### config.mk
export PLATFORM = sky130hd
export DESIGN_NAME = tt_um_serial_sub_flat
export DESIGN_NICKNAME = d
export VERILOG_FILES = /design/src/rtl/tt_um_serial_sub_if.sv /design/src/rtl/tt_um_serial_sub.sv /design/src/flat_wrapper.sv
export SDC_FILE = /design/constraint.sdc
export NUM_CORES = 1
export LEC_CHECK = 0
export CORE_MARGIN = 4
export CORE_UTILIZATION = 35
export CTS_CLUSTER_DIAMETER = 50
export DETAILED_ROUTE_END_ITERATION = 10
export PLACE_DENSITY_LB_ADDON = 0.05
export REMOVE_ABC_BUFFERS = 1
export SETUP_SLACK_MARGIN = 0.15
export SLEW_MARGIN = 10
export SYNTH_ARGS = -nofsm -noshare
export SYNTH_HDL_FRONTEND = slang
export SYNTH_SLANG_ARGS = --single-unit
### constraint.sdc
create_clock -name clk -period 1.95 [get_ports clk]
set_clock_uncertainty 0.05 [all_clocks]
set_input_delay 0.39 -clock clk [delete_from_list [all_inputs] [get_ports clk]]
set_output_delay 0.39 -clock clk [all_outputs]
set_load 0.1 [all_outputs]
### src/rtl/tt_um_serial_sub_if.sv
// Tile pin bundle for the serial subtractor.
// master drives the inputs, slave is the design side.
interface tt_um_serial_sub_if;
   logic       ena;
   logic [7:0] ui_in;
   logic [7:0] uo_out;
   logic [7:0] uio_in;
   logic [7:0] uio_out;
   logic [7:0] uio_oe;

   modport master (
      output ena, ui_in, uio_in,
      input  uo_out, uio_out, uio_oe
   );

   modport slave (
      input  ena, ui_in, uio_in,
      output uo_out, uio_out, uio_oe
   );
endinterface

### src/rtl/tt_um_serial_sub.sv
// Bit-serial subtractor (A - B, LSB first) on the tile pin wrapper.
// Optional macro SUB_ZERO_FLAG_EN adds a registered zero-result flag.
module tt_um_serial_sub #(
   parameter int WIDTH = 8
) (
   input logic               clk,
   input logic               rst_n,
   tt_um_serial_sub_if.slave pins
);

   localparam int CW = $clog2(WIDTH + 1);

   localparam logic [1:0] IDLE = 2'd0;
   localparam logic [1:0] RUN  = 2'd1;
   localparam logic [1:0] DONE = 2'd2;

   logic [1:0]       state;
   logic [CW-1:0]    cnt;
   logic             brw;
   logic [WIDTH-1:0] res;
   logic             d_bit;
   logic             d_valid;
   logic             zero;

   logic             a;
   logic             b;
   logic             start;
   logic             bit_valid;
   logic             d;
   logic             brw_nx;
   logic [WIDTH:0]   sh;
   logic             last;
   logic             take;
   logic             busy;
   logic             done;
   logic             unused;

   assign a         = pins.ui_in[0];
   assign b         = pins.ui_in[1];
   assign start     = pins.ui_in[2];
   assign bit_valid = pins.ui_in[3];

   assign unused = &{1'b0, pins.ena, pins.ui_in[7:4], pins.uio_in};

   // Difference/borrow for the current bit pair and the shifted result.
   always_comb begin
      d      = a ^ b ^ brw;
      brw_nx = (~a & b) | (~(a ^ b) & brw);
      sh     = {d, res};
      last   = (cnt == CW'(WIDTH - 1));
      take   = (state == RUN) && bit_valid && !start;
   end

   // Main FSM: start always restarts a clean run; bits only count in RUN.
   always_ff @(posedge clk or negedge rst_n) begin
      if (!rst_n) begin
         state   <= IDLE;
         cnt     <= '0;
         brw     <= 1'b0;
         res     <= '0;
         d_bit   <= 1'b0;
         d_valid <= 1'b0;
      end else begin
         d_valid <= 1'b0;
         if (start) begin
            state <= RUN;
            cnt   <= '0;
            brw   <= 1'b0;
            res   <= '0;
         end else if (take) begin
            d_bit   <= d;
            d_valid <= 1'b1;
            brw     <= brw_nx;
            res     <= sh[WIDTH:1];
            cnt     <= cnt + CW'(1);
            if (last) begin
               state <= DONE;
            end
         end
      end
   end

`ifdef SUB_ZERO_FLAG_EN
   // Zero flag captured on the edge that enters DONE.
   always_ff @(posedge clk or negedge rst_n) begin
      if (!rst_n) begin
         zero <= 1'b0;
      end else if (start) begin
         zero <= 1'b0;
      end else if (take && last) begin
         zero <= (sh[WIDTH:1] == '0);
      end
   end
`else
   assign zero = 1'b0;
`endif

   assign busy = (state == RUN);
   assign done = (state == DONE);

   assign pins.uo_out = {
      2'b00,
      busy,
      zero & done,
      brw & (state != IDLE),
      done,
      d_valid,
      d_bit
   };

   assign pins.uio_out = done ? 8'(res) : 8'h00;
   assign pins.uio_oe  = {8{done}};

endmodule

### src/flat_wrapper.sv
// flat-port wrapper written by rule: the top's interface ports become plain ports
module tt_um_serial_sub_flat 
#(
   parameter int WIDTH = 8
)
  (clk, rst_n, pins_ena, pins_ui_in, pins_uio_in, pins_uo_out, pins_uio_out, pins_uio_oe);
  tt_um_serial_sub_if pins_i ();
  input logic clk;
  input logic rst_n;
  input wire logic [$bits(pins_i.ena)-1:0] pins_ena;
  input wire logic [$bits(pins_i.ui_in)-1:0] pins_ui_in;
  input wire logic [$bits(pins_i.uio_in)-1:0] pins_uio_in;
  output wire logic [$bits(pins_i.uo_out)-1:0] pins_uo_out;
  output wire logic [$bits(pins_i.uio_out)-1:0] pins_uio_out;
  output wire logic [$bits(pins_i.uio_oe)-1:0] pins_uio_oe;
  assign pins_i.ena = pins_ena;
  assign pins_i.ui_in = pins_ui_in;
  assign pins_i.uio_in = pins_uio_in;
  assign pins_uo_out = pins_i.uo_out;
  assign pins_uio_out = pins_i.uio_out;
  assign pins_uio_oe = pins_i.uio_oe;
  tt_um_serial_sub #(.WIDTH(WIDTH)) u_core (.clk(clk), .rst_n(rst_n), .pins(pins_i));
endmodule
==> metrics.md, run 1 <==
| Metric | Value |
|---|---|
| Area grow syn2layout | 59.1% |
| DR iter-0 viols | 12 |
| Reg2reg setup slack | 0.46 ns |
| Mapped Cells | 98 |
| Final #Nets | 143 |
| Cell Pwr Density | 502 nW/um^2 |
| TritonRoute pass-1 iters | 4 |
| Dpl hpwl | 1.33 mm |
| CTS H-Tree Depth | 1 |
| RSZ-0062 raised after global routing | true |
| Antenna Cells | 0 |
| Setup ws final | 0.181 ns |
| Routability congestion estimate | 0.745 |
| Post-synthesis cell type count | 27 |
| Clock Pin Slew Worst Setup and Hold Paths | 0.10 ns |
| Ports | 43 |
| Worst setup EP type | primary output |
| Pre-CTS WS | 0.144 ns |
| Mapped Area | 900 um^2 |
| Share of layout cells above drive strength 1 | 33.1% |
| Initial antenna violation count | 0 |
| Final WL | 1.85 mm |
| Remaining antenna violation count | 0 |
| Crit Path Category | flip-flop to primary output |
| CP Capture Point | pins_uio_oe[6] |
| Yosys reg bits | 17 |
| Hold Crit Class | primary input to asynchronous set/reset pin |
| Die area | 3450 um^2 |
| Worst path depth | 4 |
| Skew-Pair Late Insertion Delay | 0.29 ns |
| Per-cell routed wire length | 12.3 um |
| Post-synth top area share | 47.3% |
| PortBufs | 26 |
| Post-layout min period | 1.77 ns |
| Worst r2r src | u_core.state[1]$_DFFE_PN0P_ |
| Post-synthesis area per instance | 9.18 um^2 |
| Initial Util | 36.6% |
| Post-synthesis sequential area ratio | 47.3% |
| Max Cap Viol | 0 |
| Drt drc | 0 |
| Peak VDD IR | 456 uV |
| CP max stage cell | dfrtp_1 |
| Worst reg-to-reg path cell count | 4 |
| Die X | 58.7 um |
| Area of the core | 2450 um^2 |
| Crit path buffers/inverters | 3 |
| Period utilisation layout | 90.7% |
| Critical Path RT | 1.51 ns |
| Final hold violation count | 0 |
| First-pass GRT wire length | 3.00 mm |
| Reg-to-Reg End | u_core.state[0]$_DFFE_PN0P_ |
| Vias in the first global route | 671 |
| Peak Freq | 0.565 GHz |
| Root Driver | clkbuf_4 |
| Core Util, Final | 58.3% |
| CP max FO | 5 |
| CTS tree | done |
| CTS Buf Count | 3 |
| Post-synth top area cell | dfrtp_1 |
| Setup TNS | 0 ns |
| Yosys warnings | 0 |
| GRT Total Usage | 11.6% |
| Number of setup violations in the final report | 0 |
| Leakage power | 0.614 nW |
| Crit-path max cell delay | 0.42 ns |
| Synth top area cells | dfrtp_1, buf_4, nand2_1, a21oi_1, and2_1 |
| Critical Path Start | u_core.state[0]$_DFFE_PN0P_ |
| Largest net degree at the start of global routing | 18 |
| Crit-path leading delay family | buffers and inverters |
| Worst Setup Start Kind | flip-flop |
| Total grt overflow | 0 |
| Clock Tree Buf Depth | 2 |
| Sink Count | 17 |
| Core Rows | 18 |
| Vias | 704 |
| Final Max Tran Viols | 0 |
| Die Y-Extent | 58.7 um |
| Cells along the critical path | nor2_4 > buf_6 > clkbuf_16 > buf_12 |
| Status | completed |
| Vias per cell | 4.66 |
| Crit path DAT | 1.33 ns |
-- placed cells by master (no fill, tap or decap), drive strengths merged --
master,Yosys,layout
nand4b,1,1
nor2,5,5
a21oi,11,11
or3,1,1
ha,1,1
xor2,1,1
clkbuf,1,5
and3b,1,1
dfrtp,17,17
nand3,1,1
conb,1,3
a21o,1,1
and2,8,8
clkdlybuf4s50,0,5
inv,2,2
nor2b,1,1
buf,18,30
or3b,1,1
o21a,1,1
nand2,18,18
fa,1,1
nand3b,1,1
o31ai,1,1
xnor2,1,1
o21ai,2,2
a211oi,1,1
-- worst reg2reg max path, cell delays in order, from the launching register on --
cell and delay, ns:
dfrtp_1 0.39, buf_4 0.15, nand4b_1 0.20, or3b_1 0.42, a21o_1 0.19
-- report_power, final --
group          switching [mW]  internal (mW)  leakage, nW
registers              0.0123          0.366        0.226
clock network           0.108         0.0795       0.0150
logic                   0.106         0.0476        0.372
-- how the worst min path moves through the flow --
stage                              startpoint                        end  cells after the start
CTS                                     rst_n  u_core.res[1]$_DFFE_PN0P_                      2
finish                                  rst_n  u_core.res[7]$_DFFE_PN0P_                      2
global placement    u_core.res[0]$_DFFE_PN0P_  u_core.res[0]$_DFFE_PN0P_                      2
global route                            rst_n  u_core.res[2]$_DFFE_PN0P_                      2
detailed placement  u_core.res[0]$_DFFE_PN0P_  u_core.res[0]$_DFFE_PN0P_                      2
floorplan                               rst_n     u_core.brw$_DFFE_PN0P_                      0
-- cells in the mapped netlist --
cell      instances
or3_1             1
nor2_1            5
and2_1            8
o31ai_1           1
a21oi_1          11
nand3b_1          1
nand3_1           1
clkbuf_1          1
inv_1             2
xnor2_1           1
buf_1             1
conb_1            1
o21ai_0           2
xor2_1            1
nand4b_1          1
o21a_1            1
a21o_1            1
buf_4            15
or3b_1            1
a211oi_1          1
buf_2             2
fa_1              1
ha_1              1
nor2b_1           1
nand2_1          18
dfrtp_1          17
and3b_1           1
-- area by class of cell --
cell class | instances | area (um^2)
Fill cell | 221 | 1020
Timing Repair Buffer | 36 | 571
Sequential cell | 17 | 425
Multi-Input combinational cell | 62 | 364
Tap cell | 30 | 37.5
Clock buffer | 4 | 26.3
Inverter | 2 | 7.51
-- metal layers --
metal | track usage [%] | vias up | wire, um
met5 | 0 | - | 0
met3 | 2.41 | 4 | 152
li1 | - | 346 | -
met2 | 18.0 | 31 | 877
met4 | 6.80 | 0 | 31
met1 | 14.8 | 323 | 792
-- metrics by stage --
step	cell area, um^2	std cells	hold slack, ns	power [mW]
floorplan	777	81	0.0444	0.476
global placement	1320	143	0.458	0.538
detailed placement	1320	143	0.475	0.540
CTS	1370	149	0.380	0.731
global route	1430	151	0.377	0.759
finish	1430	151	0.374	0.719
-- timing repair --
| item | CTS | global route |
|---|---|---|
| endpoints found under the setup margin | 17 | 17 |
| pin swaps | 0 | 1 |
| setup buffers | 2 | 0 |
| gates resized for setup | 4 | 12 |
| hold buffers | 0 | 0 |
| cloned | 0 | 2 |
-- state kept, by name, summed over array words and instances (netlist names) --
signal,cells
u_core.brw,1
u_core.state,2
u_core.d_bit,1
u_core.res,8
u_core.d_valid,1
u_core.cnt,4
-- cell families (layout without fill, tap and decap cells) --
group / Yosys count / in the layout / share of synthesized area, %
compound gates: 17 / 17 / 10.6
other cells: 1 / 3 / 0.417
simple gates: 38 / 38 / 20.9
buf+inv: 21 / 42 / 15.3
flops: 17 / 17 / 47.3
fa+ha+maj: 2 / 2 / 3.62
xor+xnor: 2 / 2 / 1.95
(Power assumes the default switching activity.)
==> run 2: changes to the inputs <==
- MAX_ROUTING_LAYER: unset -> met4
- REMOVE_ABC_BUFFERS: 1 -> unset
==> metrics.md, run 2 (synthesis gave the netlist of run 1 again) <==
| Metric | Value |
|---|---|
| Status | completed |
| Final Instance Area | 1410 um^2 |
| Total grt overflow | 0 |
| Reg area | 427 um^2 |
| Vias | 697 |
| Initial Util | 36.6% |
| Worst hold margin | 0.365 ns |
| Crit path DAT | 1.33 ns |
| Final #Nets | 142 |
| Per-cell routed wire length | 11.5 um |
| Placed insts | 142 |
| CTS Buf Count | 3 |
| Drt drc | 0 |
| Worst reg-to-reg path cell count | 4 |
| Antenna Cells | 0 |
| Largest regs | u_core.res x8, u_core.cnt x4, u_core.state x2 |
| Vias in the first global route | 650 |
| Area of the core | 2450 um^2 |
| Root Driver | clkbuf_4 |
| Largest net degree at the start of global routing | 18 |
| Biggest register | u_core.res |
| CP max FO | 9 |
| DR iter-0 viols | 13 |
| Die X | 58.7 um |
| Fillers | 222 |
| Dpl hpwl | 1.25 mm |
| Critical Path Start | u_core.state[0]$_DFFE_PN0P_ |
| Cell Pwr Density | 514 nW/um^2 |
| Final Power | 0.722 mW |
| Max FFs per register | 8 |
| TritonRoute pass-1 iters | 4 |
| Vias per cell | 4.65 |
| Pre-CTS WS | 0.139 ns |
| Peak Freq | 0.564 GHz |
| Post-CTS Hold Fix Bufs | 0 |
| Final Max Tran Viols | 0 |
| Setup TNS | 0 ns |
| RSZ-0062 raised after global routing | true |
| Most frequent cells in the layout | buf_12, nand2_1, dfrtp_1 |
| Crit Path Category | flip-flop to primary output |
| Hold Crit Class | primary input to asynchronous set/reset pin |
| Max Cap Viol | 0 |
| CTS tree | done |
| First-pass GRT wire length | 2.94 mm |
| Worst Setup Start Kind | flip-flop |
| Die area | 3450 um^2 |
| Final hold violation count | 0 |
| Area grow syn2layout | 56.3% |
| Number of setup violations in the final report | 0 |
| GRT Total Usage | 11.4% |
| Reg-to-Reg End | u_core.state[0]$_DFFE_PN0P_ |
| Critical Path RT | 1.51 ns |
| Core Util, Final | 57.3% |
| Post-layout min period | 1.77 ns |
| Share of layout cells above drive strength 1 | 37.5% |
| Most common cell after layout, fill and taps aside | buf_12 |
| Final WL | 1.72 mm |
| Die Y-Extent | 58.7 um |
| Post-Layout Cell Count | 150 |
| Period utilisation layout | 90.9% |
| Worst r2r src | u_core.state[1]$_DFFE_PN0P_ |
| Ports | 43 |
| Core Rows | 18 |
| DP Area | 1340 um^2 |
| Initial antenna violation count | 0 |
| Leakage power | 0.597 nW |
| Sink Count | 17 |
| Setup ws final | 0.177 ns |
| Worst setup EP type | primary output |
| Clock Pin Slew Worst Setup and Hold Paths | 0.11 ns |
| Multi-input logic area | 374 um^2 |
| Remaining antenna violation count | 0 |
| Skew-Pair Late Insertion Delay | 0.29 ns |
| Peak VDD IR | 374 uV |
| PortBufs | 26 |
| Clock Tree Buf Depth | 2 |
| CTS H-Tree Depth | 1 |
| Reg2reg setup slack | 0.44 ns |
| Routability congestion estimate | 0.840 |
-- run 2: cell count changes in the layout (fill, tap and decap cells not counted), sizes merged --
cell	change
buf	-1
clkbuf	-2
clkinvlp	+1
nor2	+1
-- run 2: area by class of cell --
cell class | instances | area share [%]
timing repair buffer | 34 | 37.7
sequential | 17 | 30.3
multi-input combinational | 63 | 26.6
tap | 30 | 2.67
clock buffer | 3 | 1.60
clock inverter | 1 | 0.534
inverter | 2 | 0.534
-- run 2: critical path, cell delays in order (launching register included) --
cell and delay, ns:
dfrtp_2 0.47, nor2_4 0.20, buf_12 0.19, buf_12 0.18
-- run 2: layer usage --
metal,part of all wire [%],GRT usage (%),vias up
li1,-,-,347
met1,41,13.7,325
met2,51,18.7,23
met3,7.2,1.32,2
met4,0.99,5.83,0
met5,0,-,-
-- run 2: worst max path at each step --
stage | endpoint | slack (ns) | cells after the start
after floorplan | pins_uio_out[5] | 0.15 | 3
after global placement | u_core.state[0]$_DFFE_PN0P_ | 0.14 | 4
after detailed placement | u_core.state[0]$_DFFE_PN0P_ | 0.14 | 4
after CTS | pins_uio_oe[5] | 0.14 | 3
after global routing | pins_uio_oe[1] | 0.12 | 3
final | pins_uio_oe[5] | 0.18 | 3
-- run 2: timing repair --
item / in CTS / in global routing
gates resized for setup: 2 / 1
setup buffers: 3 / 0
pin swaps: 1 / 0
cloned: 1 / 0
setup endpoints to repair: 17 / 13
-- run 2: power by group --
part / internal, mW / total (mW) / switching [mW]
clock: 0.0779 / 0.191 / 0.113
combinational: 0.0478 / 0.154 / 0.106
sequential: 0.366 / 0.377 / 0.0115
total: 0.492 / 0.722 / 0.231
==> run 3: changes to the inputs <==
- CTS_CLUSTER_DIAMETER: 50 -> 30
- RECOVER_POWER: unset -> 25
==> metrics.md, run 3 (synthesis gave the netlist of run 1 again) <==
| Metric | Value |
|---|---|
| Clock Tree Buf Depth | 2 |
| CP max stage cell | dfrtp_2 |
| Final hold violation count | 0 |
| Skew-Pair Late Insertion Delay | 0.29 ns |
| Worst path depth | 3 |
| Critical Path RT | 1.51 ns |
| Antenna Cells | 0 |
| Vias per cell | 4.69 |
| Placed insts | 142 |
| Setup TNS | 0 ns |
| Die area | 3450 um^2 |
| Core Rows | 18 |
| Most frequent CP cell | buf_12 |
| Initial antenna violation count | 0 |
| Share of layout cells above drive strength 1 | 36.7% |
| Worst reg-to-reg path cell count | 4 |
| DR iter-0 viols | 13 |
| Peak VDD IR | 373 uV |
| Per-cell routed wire length | 11.4 um |
| Worst hold margin | 0.473 ns |
| Final Max Tran Viols | 0 |
| Worst setup EP type | primary output |
| Area of the core | 2450 um^2 |
| Met3 Usage GRT | 1.32% |
| Crit-path leading delay family | flip-flops |
| Die X | 58.7 um |
| Final #Nets | 142 |
| Crit-path max cell delay | 0.47 ns |
| CTS tree | done |
| Root Driver | clkbuf_4 |
| Max Cap Viol | 0 |
| Routability congestion estimate | 0.840 |
| Dpl hpwl | 1.25 mm |
| Post-layout min period | 1.77 ns |
| Worst Setup Start Kind | flip-flop |
| Initial Util | 36.6% |
| Leakage power | 0.593 nW |
| GRT Total Usage | 11.4% |
| RSZ-0062 raised after global routing | true |
| Pre-CTS WS | 0.139 ns |
| Drt drc | 0 |
| Logic pwr share | 21.1% |
| Crit path buffers/inverters | 2 |
| Biggest register | u_core.res |
| Clock power frac | 26.6% |
| Post-Layout Cell Count | 150 |
| Reg-to-Reg End | u_core.state[0]$_DFFE_PN0P_ |
| Worst r2r src | u_core.state[1]$_DFFE_PN0P_ |
| Clock Pin Slew Worst Setup and Hold Paths | 0.11 ns |
| Cells along the critical path | nor2_4 > buf_12 > buf_12 |
| Switching power share of the total | 32.0% |
| Fillers | 224 |
| CP max FO | 9 |
| Setup ws final | 0.179 ns |
| Ports | 43 |
| P_sw | 0.231 mW |
| Reg2reg setup slack | 0.43 ns |
| Crit Path Category | flip-flop to primary output |
| Total grt overflow | 0 |
| Final Power | 0.721 mW |
| PortBufs | 26 |
| GR Util met1 | 13.7% |
| Largest net degree at the start of global routing | 18 |
| Final Instance Area | 1400 um^2 |
| Crit path DAT | 1.33 ns |
| TritonRoute pass-1 iters | 4 |
| Status | completed |
| CTS Buf Count | 3 |
| Largest regs | u_core.res x8, u_core.cnt x4, u_core.state x2 |
| Hold Crit Class | flip-flop to flip-flop |
| Max FFs per register | 8 |
| DP Area | 1340 um^2 |
| Remaining antenna violation count | 0 |
| Gr busiest metal | met2 |
| Peak Freq | 0.565 GHz |
| Reg power frac | 52.3% |
| Period utilisation layout | 90.8% |
| Most frequent cells in the layout | buf_12, nand2_1, dfrtp_1 |
| Sink Count | 17 |
| Max-slew headroom | 38.4% |
| Worst slew pin tran | 0.924 ns |
| Internal power | 0.490 mW |
| CTS H-Tree Depth | 1 |
| Area grow syn2layout | 55.9% |
| Vias in the first global route | 650 |
| Die Y-Extent | 58.7 um |
| Most common cell after layout, fill and taps aside | buf_12 |
| Cell Pwr Density | 514 nW/um^2 |
| Final WL | 1.71 mm |
| Vias | 704 |
| Critical Path Start | u_core.state[0]$_DFFE_PN0P_ |
| First-pass GRT wire length | 2.94 mm |
| Core Util, Final | 57.1% |
| Number of setup violations in the final report | 0 |
| CP Capture Point | pins_uio_oe[5] |
| Global-route met2 utilization | 18.7% |
## run 3: cell types whose count changed in the layout (fill, tap and decap cells not counted), sizes merged
cell / before / now
clkbuf: 3 / 4
buf: 29 / 28
clkdlybuf4s50: 5 / 4
dlygate4sd3: 0 / 1
## run 3: worst min-delay path by stage
stage / from / end / depth (start not counted)
finish: u_core.res[5]$_DFFE_PN0P_ / u_core.res[4]$_DFFE_PN0P_ / 2
CTS: rst_n / u_core.res[4]$_DFFE_PN0P_ / 2
floorplan: rst_n / u_core.brw$_DFFE_PN0P_ / 0
global placement: u_core.res[0]$_DFFE_PN0P_ / u_core.res[0]$_DFFE_PN0P_ / 2
global route: u_core.res[5]$_DFFE_PN0P_ / u_core.res[4]$_DFFE_PN0P_ / 2
detailed placement: u_core.res[0]$_DFFE_PN0P_ / u_core.res[0]$_DFFE_PN0P_ / 2
## run 3: what timing repair did
action                     4_1_cts  5_1_grt
hold endpoints to repair         0        0
hold buffers                     0        0
pin swaps                        1        0
cloned                           1        0
buffers inserted                 3        0
resized for setup                2        1
setup endpoints to repair       17       13
## run 3: layer usage
layer / vias up / share of wire (%)
met5: - / 0
met1: 330 / 41
met2: 25 / 50
li1: 347 / -
met3: 2 / 7.7
met4: 0 / 1.0
## run 3: worst register-to-register path: stages (launching register included)
cell,delay [ns]
dfrtp_1,0.41
buf_4,0.15
nand4b_1,0.21
or3b_1,0.42
a21o_1,0.18
## run 3: area by class of cell
| class | instances | area, um^2 | area share (%) |
|---|---|---|---|
| Timing Repair Buffer | 34 | 527 | 37.6 |
| Sequential cell | 17 | 427 | 30.4 |
| Multi-Input combinational cell | 63 | 374 | 26.7 |
| Tap cell | 30 | 37.5 | 2.68 |
| Clock buffer | 3 | 22.5 | 1.61 |
| Clock inverter | 1 | 7.51 | 0.535 |
| Inverter | 2 | 7.51 | 0.535 |
## run 3: power groups by stage
stage	registers, mW	logic, mW	clock network [mW]
global route	0.380	0.163	0.217
finish	0.377	0.152	0.191
floorplan	0.380	0.115	0
CTS	0.377	0.156	0.205
global placement	0.384	0.154	0
detailed placement	0.384	0.155	0
